[config.mk]
export PLATFORM = sky130hd
export DESIGN_NAME = wb_stage_flat
export DESIGN_NICKNAME = d
export VERILOG_FILES = /design/src/rtl/wb_pkg.sv /design/src/rtl/wb_stage_if.sv /design/src/rtl/wb_stage_load_extend.sv /design/src/rtl/wb_stage.sv /design/src/flat_wrapper.sv
export SDC_FILE = /design/constraint.sdc
export NUM_CORES = 1
export LEC_CHECK = 0
export CAP_MARGIN = 20
export CORE_ASPECT_RATIO = 1.5
export CORE_MARGIN = 10
export CORE_UTILIZATION = 41
export DETAILED_ROUTE_END_ITERATION = 8
export PLACE_DENSITY_LB_ADDON = 0.2
export SYNTH_ARGS = -nofsm -noshare
export SYNTH_HDL_FRONTEND = slang
export SYNTH_HIERARCHICAL = 1
export SYNTH_SLANG_ARGS = --single-unit
[constraint.sdc]
create_clock -name clk -period 3.1 [get_ports clk]
set_clock_uncertainty 0.15 [all_clocks]
set_input_delay 0.31 -clock clk [delete_from_list [all_inputs] [get_ports clk]]
set_output_delay 0.31 -clock clk [all_outputs]
set_load 0.05 [all_outputs]
[src/rtl/wb_pkg.sv]
// Shared encodings and types for the write-back stage: result select,
// load funct3 codes, entry state and captured control fields.
package wb_pkg;

  localparam logic [1:0] WB_ALU = 2'd0;
  localparam logic [1:0] WB_MEM = 2'd1;
  localparam logic [1:0] WB_PC4 = 2'd2;
  localparam logic [1:0] WB_CSR = 2'd3;

  localparam logic [2:0] F3_LB  = 3'b000;
  localparam logic [2:0] F3_LH  = 3'b001;
  localparam logic [2:0] F3_LW  = 3'b010;
  localparam logic [2:0] F3_LD  = 3'b011;
  localparam logic [2:0] F3_LBU = 3'b100;
  localparam logic [2:0] F3_LHU = 3'b101;
  localparam logic [2:0] F3_LWU = 3'b110;

  typedef enum logic [0:0] {
    ST_EMPTY = 1'b0,
    ST_FULL  = 1'b1
  } wb_state_e;

  typedef struct packed {
    logic       reg_write;
    logic [1:0] wb_sel;
    logic [2:0] funct3;
    logic [2:0] addr_lo;
  } wb_ctrl_t;

endpackage

[src/rtl/wb_stage_if.sv]
// MEM->WB handshake, data-memory return and register-file write port bundle.
interface wb_stage_if #(
  parameter int unsigned XLEN   = 32,
  parameter int unsigned REG_AW = 5,
  parameter int unsigned CNT_W  = 64
);
  logic              in_valid;
  logic              in_ready;
  logic [XLEN-1:0]   in_alu_result;
  logic [XLEN-1:0]   in_pc_plus4;
  logic [XLEN-1:0]   in_csr_rdata;
  logic [REG_AW-1:0] in_rd;
  logic              in_reg_write;
  logic [1:0]        in_wb_sel;
  logic [2:0]        in_funct3;
  logic [2:0]        in_addr_lo;
  logic              mem_rvalid;
  logic [XLEN-1:0]   mem_rdata;
  logic [XLEN-1:0]   wb_data;
  logic [REG_AW-1:0] wb_rd;
  logic              wb_regwrite;
  logic              load_err;
  logic [CNT_W-1:0]  retire_count;

  modport slave (
    input  in_valid, in_alu_result, in_pc_plus4, in_csr_rdata, in_rd,
           in_reg_write, in_wb_sel, in_funct3, in_addr_lo,
           mem_rvalid, mem_rdata,
    output in_ready, wb_data, wb_rd, wb_regwrite, load_err, retire_count
  );

  modport master (
    output in_valid, in_alu_result, in_pc_plus4, in_csr_rdata, in_rd,
           in_reg_write, in_wb_sel, in_funct3, in_addr_lo,
           mem_rvalid, mem_rdata,
    input  in_ready, wb_data, wb_rd, wb_regwrite, load_err, retire_count
  );
endinterface

[src/rtl/wb_stage_load_extend.sv]
// Combinational load alignment: picks the addressed element of the returned
// word and sign/zero-extends it; flags encodings unsupported at this XLEN.
module load_extend
  import wb_pkg::*;
#(
  parameter int unsigned XLEN = 32
) (
  input  logic [2:0]      i_funct3,
  input  logic [2:0]      i_addr_lo,
  input  logic [XLEN-1:0] i_rdata,
  output logic [XLEN-1:0] o_data,
  output logic            o_supported
);

  localparam bit IS64 = (XLEN == 64);

  logic [2:0]      w_mask;
  logic [XLEN-1:0] w_shift;
  logic [XLEN-1:0] w_ext;
  logic            w_ok;

  always_comb begin
    w_mask = '0;
    w_ok   = 1'b1;
    // Mask keeps only the offset bits that select an element of this size.
    case (i_funct3)
      F3_LB, F3_LBU: w_mask = IS64 ? 3'd7 : 3'd3;
      F3_LH, F3_LHU: w_mask = IS64 ? 3'd6 : 3'd2;
      F3_LW:         w_mask = IS64 ? 3'd4 : 3'd0;
      F3_LWU: begin
        w_mask = 3'd4;
        w_ok   = IS64;
      end
      F3_LD:         w_ok   = IS64;
      default:       w_ok   = 1'b0;
    endcase

    w_shift = i_rdata >> {(i_addr_lo & w_mask), 3'b000};

    case (i_funct3)
      F3_LB:   w_ext = XLEN'($signed(w_shift[7:0]));
      F3_LH:   w_ext = XLEN'($signed(w_shift[15:0]));
      F3_LW:   w_ext = XLEN'($signed(w_shift[31:0]));
      F3_LBU:  w_ext = XLEN'(w_shift[7:0]);
      F3_LHU:  w_ext = XLEN'(w_shift[15:0]);
      F3_LWU:  w_ext = XLEN'(w_shift[31:0]);
      F3_LD:   w_ext = w_shift;
      default: w_ext = '0;
    endcase

    o_data      = w_ok ? w_ext : '0;
    o_supported = w_ok;
  end

endmodule

[src/rtl/wb_stage.sv]
// Write-back stage: one-entry MEM/WB holding register, result select, load
// wait with bounded timeout, register-file write port and retire counter.
module wb_stage
  import wb_pkg::*;
#(
  parameter int unsigned XLEN    = 32,
  parameter int unsigned REG_AW  = 5,
  parameter int unsigned CNT_W   = 64,
  parameter int unsigned TIMEOUT = 255
) (
  input logic       clk,
  input logic       rst,
  wb_stage_if.slave bus
);

  localparam int unsigned     WCW = $clog2(TIMEOUT + 1);
  localparam logic [WCW-1:0] TMO = WCW'(TIMEOUT);

  wb_state_e         r_state;
  wb_ctrl_t          r_ctrl;
  logic [XLEN-1:0]   r_res;
  logic [REG_AW-1:0] r_rd;
  logic [WCW-1:0]    r_wait;
  logic [CNT_W-1:0]  r_cnt;

  logic            w_full;
  logic            w_is_load;
  logic            w_wait_max;
  logic            w_timeout;
  logic            w_retire;
  logic            w_ready;
  logic            w_accept;
  logic            w_ld_ok;
  logic [XLEN-1:0] w_ld_data;
  logic [XLEN-1:0] w_sel_res;

  load_extend #(.XLEN(XLEN)) u_load_extend (
    .i_funct3    (r_ctrl.funct3),
    .i_addr_lo   (r_ctrl.addr_lo),
    .i_rdata     (bus.mem_rdata),
    .o_data      (w_ld_data),
    .o_supported (w_ld_ok)
  );

  always_comb begin
    w_full     = (r_state == ST_FULL);
    w_is_load  = (r_ctrl.wb_sel == WB_MEM);
    w_wait_max = (r_wait == TMO);
    // Data arriving in the last allowed cycle still counts as a good load.
    w_timeout  = w_full && w_is_load && !bus.mem_rvalid && w_wait_max;
    w_retire   = w_full && (!w_is_load || bus.mem_rvalid || w_wait_max);
    w_ready    = !w_full || w_retire;
    w_accept   = bus.in_valid && w_ready;
  end

  // Non-load results are chosen at capture; only load data stays live.
  always_comb begin
    case (bus.in_wb_sel)
      WB_PC4:  w_sel_res = bus.in_pc_plus4;
      WB_CSR:  w_sel_res = bus.in_csr_rdata;
      default: w_sel_res = bus.in_alu_result;
    endcase
  end

  always_ff @(posedge clk) begin
    if (rst) begin
      r_state <= ST_EMPTY;
      r_ctrl  <= '0;
      r_res   <= '0;
      r_rd    <= '0;
      r_wait  <= '0;
      r_cnt   <= '0;
    end else begin
      if (w_retire) begin
        r_cnt <= r_cnt + CNT_W'(1);
      end
      if (w_accept) begin
        r_state        <= ST_FULL;
        r_ctrl.reg_write <= bus.in_reg_write;
        r_ctrl.wb_sel  <= bus.in_wb_sel;
        r_ctrl.funct3  <= bus.in_funct3;
        r_ctrl.addr_lo <= bus.in_addr_lo;
        r_res          <= w_sel_res;
        r_rd           <= bus.in_rd;
        r_wait         <= '0;
      end else if (w_retire) begin
        r_state <= ST_EMPTY;
      end else if (w_full && !w_wait_max) begin
        r_wait <= r_wait + WCW'(1);
      end
    end
  end

  always_comb begin
    bus.in_ready     = w_ready;
    bus.wb_data      = w_is_load ? w_ld_data : r_res;
    bus.wb_rd        = r_rd;
    bus.wb_regwrite  = w_retire && r_ctrl.reg_write && (r_rd != '0) &&
                       !w_timeout && (!w_is_load || w_ld_ok);
    bus.load_err     = w_timeout;
    bus.retire_count = r_cnt;
  end

endmodule

[src/flat_wrapper.sv]
// flat-port wrapper written by rule: the top's interface ports become plain ports
module wb_stage_flat import wb_pkg::*;
#(
  parameter int unsigned XLEN    = 32,
  parameter int unsigned REG_AW  = 5,
  parameter int unsigned CNT_W   = 64,
  parameter int unsigned TIMEOUT = 255
)
  (clk, rst, bus_in_valid, bus_in_alu_result, bus_in_pc_plus4, bus_in_csr_rdata, bus_in_rd, bus_in_reg_write, bus_in_wb_sel, bus_in_funct3, bus_in_addr_lo, bus_mem_rvalid, bus_mem_rdata, bus_in_ready, bus_wb_data, bus_wb_rd, bus_wb_regwrite, bus_load_err, bus_retire_count);
  wb_stage_if #(.XLEN(XLEN), .REG_AW(REG_AW), .CNT_W(CNT_W)) bus_i ();
  input logic clk;
  input logic rst;
  input wire logic [$bits(bus_i.in_valid)-1:0] bus_in_valid;
  input wire logic [$bits(bus_i.in_alu_result)-1:0] bus_in_alu_result;
  input wire logic [$bits(bus_i.in_pc_plus4)-1:0] bus_in_pc_plus4;
  input wire logic [$bits(bus_i.in_csr_rdata)-1:0] bus_in_csr_rdata;
  input wire logic [$bits(bus_i.in_rd)-1:0] bus_in_rd;
  input wire logic [$bits(bus_i.in_reg_write)-1:0] bus_in_reg_write;
  input wire logic [$bits(bus_i.in_wb_sel)-1:0] bus_in_wb_sel;
  input wire logic [$bits(bus_i.in_funct3)-1:0] bus_in_funct3;
  input wire logic [$bits(bus_i.in_addr_lo)-1:0] bus_in_addr_lo;
  input wire logic [$bits(bus_i.mem_rvalid)-1:0] bus_mem_rvalid;
  input wire logic [$bits(bus_i.mem_rdata)-1:0] bus_mem_rdata;
  output wire logic [$bits(bus_i.in_ready)-1:0] bus_in_ready;
  output wire logic [$bits(bus_i.wb_data)-1:0] bus_wb_data;
  output wire logic [$bits(bus_i.wb_rd)-1:0] bus_wb_rd;
  output wire logic [$bits(bus_i.wb_regwrite)-1:0] bus_wb_regwrite;
  output wire logic [$bits(bus_i.load_err)-1:0] bus_load_err;
  output wire logic [$bits(bus_i.retire_count)-1:0] bus_retire_count;
  assign bus_i.in_valid = bus_in_valid;
  assign bus_i.in_alu_result = bus_in_alu_result;
  assign bus_i.in_pc_plus4 = bus_in_pc_plus4;
  assign bus_i.in_csr_rdata = bus_in_csr_rdata;
  assign bus_i.in_rd = bus_in_rd;
  assign bus_i.in_reg_write = bus_in_reg_write;
  assign bus_i.in_wb_sel = bus_in_wb_sel;
  assign bus_i.in_funct3 = bus_in_funct3;
  assign bus_i.in_addr_lo = bus_in_addr_lo;
  assign bus_i.mem_rvalid = bus_mem_rvalid;
  assign bus_i.mem_rdata = bus_mem_rdata;
  assign bus_in_ready = bus_i.in_ready;
  assign bus_wb_data = bus_i.wb_data;
  assign bus_wb_rd = bus_i.wb_rd;
  assign bus_wb_regwrite = bus_i.wb_regwrite;
  assign bus_load_err = bus_i.load_err;
  assign bus_retire_count = bus_i.retire_count;
  wb_stage #(.XLEN(XLEN), .REG_AW(REG_AW), .CNT_W(CNT_W), .TIMEOUT(TIMEOUT)) u_core (.clk(clk), .rst(rst), .bus(bus_i));
endmodule
[Word-level counts from Yosys, hierarchy flattened]
Cells that the tools add are included.
Word-level totals
  flip-flop bits (word level): 119
  output and inout bits: 104
  word-level logic and storage cells: 60
Operators by class
  bitwise operators: 2
  mux-type cells: 8
  equality and inequality tests: 10
  add/subtract/negate cells: 2
  shift operators: 1
  reductions and logical operators: 28
Operators by type and width (count)
  32-bit case mux with 5 select lines: 1
  64-bit by 1-bit adder with 64-bit output (second input constant): 1
  32-bit 2-to-1 mux: 2
  32-bit case mux with 2 select lines: 1
  32-bit by 6-bit right shift with 32-bit output: 1
  1-bit logical AND: 10
  3-bit == test (second input constant): 3
  3-bit case mux with 3 select lines: 1
  8-bit by 1-bit adder with 8-bit output (second input constant): 1
  8-bit == test (second input constant): 1
  3-bit by 2-bit == test with 1-bit output (second input constant): 2
  2-bit OR reduction: 3
  1-bit logical NOT: 5
  5-bit nonzero test: 1
  5-bit OR reduction: 1
  2-bit == test (second input constant): 2
  1-bit logical OR: 4
  3-bit AND: 1
  3-bit by 1-bit == test with 1-bit output (second input constant): 1
  3-bit logical NOT: 1
  1-bit 2-to-1 mux: 3
  3-bit OR reduction: 1
  2-bit by 1-bit == test with 1-bit output (second input constant): 1
  2-bit AND reduction: 1
  2 further kinds: 2

[Longest topological paths before layout]
  depth after elaboration: 9
  depth in mapped cells: 9

[Cells and area by module]
Netlist, hierarchy kept.
By module, submodules not included
  wb_stage: area each 6159.7 µm², sequential area each 2382.3 µm², instances 1, cells an instance 752
  load_extend: area each 734.5 µm², sequential area each 0.0 µm², instances 1, cells an instance 98

[Worst setup path after synthesis]
OpenSTA, ideal clock, no wires.
  path type: register to register
  start point: register u_core.r_cnt[0] (netlist: u_core/bus.retire_count[0])
  end point: register u_core.r_cnt[62] (netlist: u_core/bus.retire_count[62])
  slack: -201 ps
  required time: 2879 ps
  data arrival time: 3081 ps
  library setup time: 71 ps
  buffers on the path: 2
  stages on the path, launching flop included: 9
  path through: dfxtp_1 -> ha_1 -> nand4_4 -> or4_1 -> buf_2 -> or4_1 -> buf_2 -> or4_1 -> a21oi_1
On the way
  longest elaborated chain between the ends: 1
Ends and longest elaborated chain
  start, declared: RTL line wb_stage.sv:24  | logic [CNT_W-1:0] r_cnt;
  start signal, assigned: RTL line wb_stage.sv:75  | r_cnt <= r_cnt + CNT_W'(1);
  64-bit by 1-bit adder with 64-bit output: RTL line wb_stage.sv:75
No other way between the ends.
A chain may end at the register's enable or synchronous reset.

[Worst setup path in the final report]
  start point: register u_core.r_cnt[0] (netlist: u_core/bus.retire_count[0])
  end point: register u_core.r_cnt[42] (netlist: u_core/bus.retire_count[42])
The elaborated chain is that of the path after synthesis.

==> out/results.ini <==
[outcome]
status=finished, final reports clean

[flow_run]
max-cap-violations=0

[sta]
hold_viol=0
relSlewSlack_pct=42.60
rsz0062_at_grt=false
layout_worst_path_cycle_share_pct=94.42
min_period_ns=2.927
worst_slew_pin_slew_ns=0.8610
slew_violations=0
setup_viol_count_final=0
timing.hold.ws_ns=0.2561
tns_ns=0
timing.fmax_mhz=341.7

[yosys]
yosysTopAreaCell=dfxtp_1
synth-seq-area-share_pct=34.56
synth.area.top_cells=dfxtp_1, nand2_1, a21oi_1
ys_ff_latch=119
yosysTopAreaCellShare_pct=34.56
synth_cell_type_count=51
synthFlopType=dfxtp_1
avgSynthCellArea_um2=8.111
netlist_area_um2=6894
syn_inst=850
syn_nets=998
ys_warn_count=6
async_flop_share_pct=0
synth_edf_count=0

[finish]
final_nets=1240
final_common_cell=clkdlybuf4s50_1
final_cell_area_um2=10150
diodes=0
layout-drive-gt1-share_pct=13.43
post-route-util_pct=61.11
syn2layout_area_growth_pct=47.30
fill_cells=1503
final_cell_mix=clkdlybuf4s50_1, nand2_1, dfxtp_1

[power]
vdd_ir_drop_max_mv=0.3064
total_leakage_power_nw=3.663
p_per_area_nw_per_um2=425.3
power_mw=4.318

[worst_setup_path]
worstPathArrival_ns=3.11
path_common_cell=or4_1
ff2ff_path_depth=7
r2r_slack_ns=0.17
crit_start=u_core/bus.retire_count[0]$_SDFFE_PP0P_
max_stage_delay_ns=0.58
worstReg2RegEnd=u_core/bus.retire_count[42]$_SDFFE_PP0P_
cpMaxStageDelayCell=or4_1
crit_type=flip-flop to flip-flop
cp_data_required_time_ns=3.28
cp_max_fo=20
worstPathCellList=ha_1 > nand4_4 > or4_1 > or4_1 > buf_4 > or4_1 > a21oi_1
crit_end=u_core/bus.retire_count[42]$_SDFFE_PP0P_
start_kind=flip-flop
r2r_start=u_core/bus.retire_count[0]$_SDFFE_PP0P_
endpoint_kind=flip-flop

[cts]
clockBufferDepth=2
cts_setup_buffers=0
numCtsBuffers=17
ctsResizeCount=0
clock_latency_ns=0.41
htreeDepth=4
root_buffer=clkbuf_16
cts_tree=yes
ctsHoldBuffers=0
cts.clk_slew.worst_paths_ns=0.05
cts_sinks=119

[grt]
antenna_found_initial=1
grt_max_degree=57
grtUsageTotal_pct=21.03
grt-ovfl-total=0
grt_pass1_vias=7327
grt_pass1_wl_um=38250

[die]
ios=250
die_area_um2=22510
rows=58
chipHeight_um=178.8
coreArea_um2=16620
start_util_pct=41.48
die_x_um=125.9

[routing]
avgViaCountPerCell=5.521
drtIter0Drc=467
first_pass_iters=5
ant_nets=0
wl_um=24940
dr_total_vias=7243
wl_per_cell_um=19.01
drcViolationCount=0

[hold_path]
hp-class=input pin to flip-flop

[place]
gp_congestion=0.8324
dp_hpwl_um=19050
io_buffers=249
post_dp_cell_area_um2=9599

[where the power goes]
group          internal (mW)  leakage, nW  total [mW]  switching [mW]
combinational          0.390         2.43       0.849           0.459
clock                   1.17        0.265        1.87           0.698
sequential              1.57        0.969        1.60          0.0300
total                   3.13         3.66        4.32            1.19
[how the worst min path moves through the flow]
| stage | cells past startpoint | startpoint | to | slack [ns] |
|---|---|---|---|---|
| after floorplan | 2 | u_core/r_res[0]$_SDFFE_PP0P_ | u_core/r_res[0]$_SDFFE_PP0P_ | 0.28 |
| after global placement | 2 | u_core/r_res[4]$_SDFFE_PP0P_ | u_core/r_res[4]$_SDFFE_PP0P_ | 0.29 |
| after detailed placement | 2 | u_core/r_res[10]$_SDFFE_PP0P_ | u_core/r_res[10]$_SDFFE_PP0P_ | 0.30 |
| after CTS | 2 | rst | u_core/bus.retire_count[29]$_SDFFE_PP0P_ | 0.24 |
| after global routing | 2 | rst | u_core/bus.retire_count[8]$_SDFFE_PP0P_ | 0.26 |
| final | 2 | rst | u_core/bus.retire_count[8]$_SDFFE_PP0P_ | 0.26 |
[metal layers]
layer | GRT usage (%) | vias up | wire [µm]
met5 | 0 | - | 0
met4 | 6.565 | 0 | 459
met3 | 9.263 | 24 | 2360
met2 | 39.19 | 259 | 13140
met1 | 20.34 | 3376 | 8985
li1 | - | 3584 | -
[critical path: cells and delay by family, from the launching register on]
kind            cells  cell delay [ns]
simple gates        4             1.72
flops               1             0.36
fa+ha+maj           1             0.24
buf+inv             1             0.22
compound gates      1             0.15
[sequential cells by signal, summed over array words and instances (netlist names)]
| register | count |
|---|---|
| u_core/bus.retire_count | 64 |
| u_core/r_res | 32 |
| u_core/r_wait | 8 |
| u_core/r_ctrl | 9 |
| u_core/bus.wb_rd | 5 |
| u_core/r_state | 1 |
[cells in the mapped netlist, drive strengths merged (8+ instances only)]
library cell / instances
or3: 19
o21ai: 30
or4: 15
dfxtp: 119
xor2: 8
and3: 8
o31ai: 13
mux2i: 42
mux2: 33
nor2: 37
clkbuf: 50
nand3: 41
o211ai: 32
and4: 10
buf: 9
nor3: 27
and2: 12
a21oi: 87
nand2: 144
nor4: 16
nand4: 25
xnor2: 27
[cell families after synthesis]
group,after synthesis,share of synthesized area [%]
fa+ha+maj,2,0.3629
mux,82,14.05
flops,119,34.56
buf+inv,65,4.138
compound gates,171,14.59
simple gates,376,27.86
xor+xnor,35,4.447
[through the flow]
step,setup slack (ns),cells
after detailed placement,0.1760,1283
after CTS,0.1579,1312
final,0.1730,1312
after global placement,0.2332,1283
after floorplan,0.01139,850
after global routing,0.01486,1312
[layout make-up]
type	instances	area (µm²)	area share [%]
flip-flops and latches	119	2385	23.48
clock inverters	8	75.07	0.7393
clock buffers	21	480.5	4.731
repair buffers	282	2693	26.52
inverters	6	22.52	0.2218
well taps	210	262.8	2.587
multi-input cells	666	4237	41.72
Note: power is estimated with default switching activity, not from simulation.
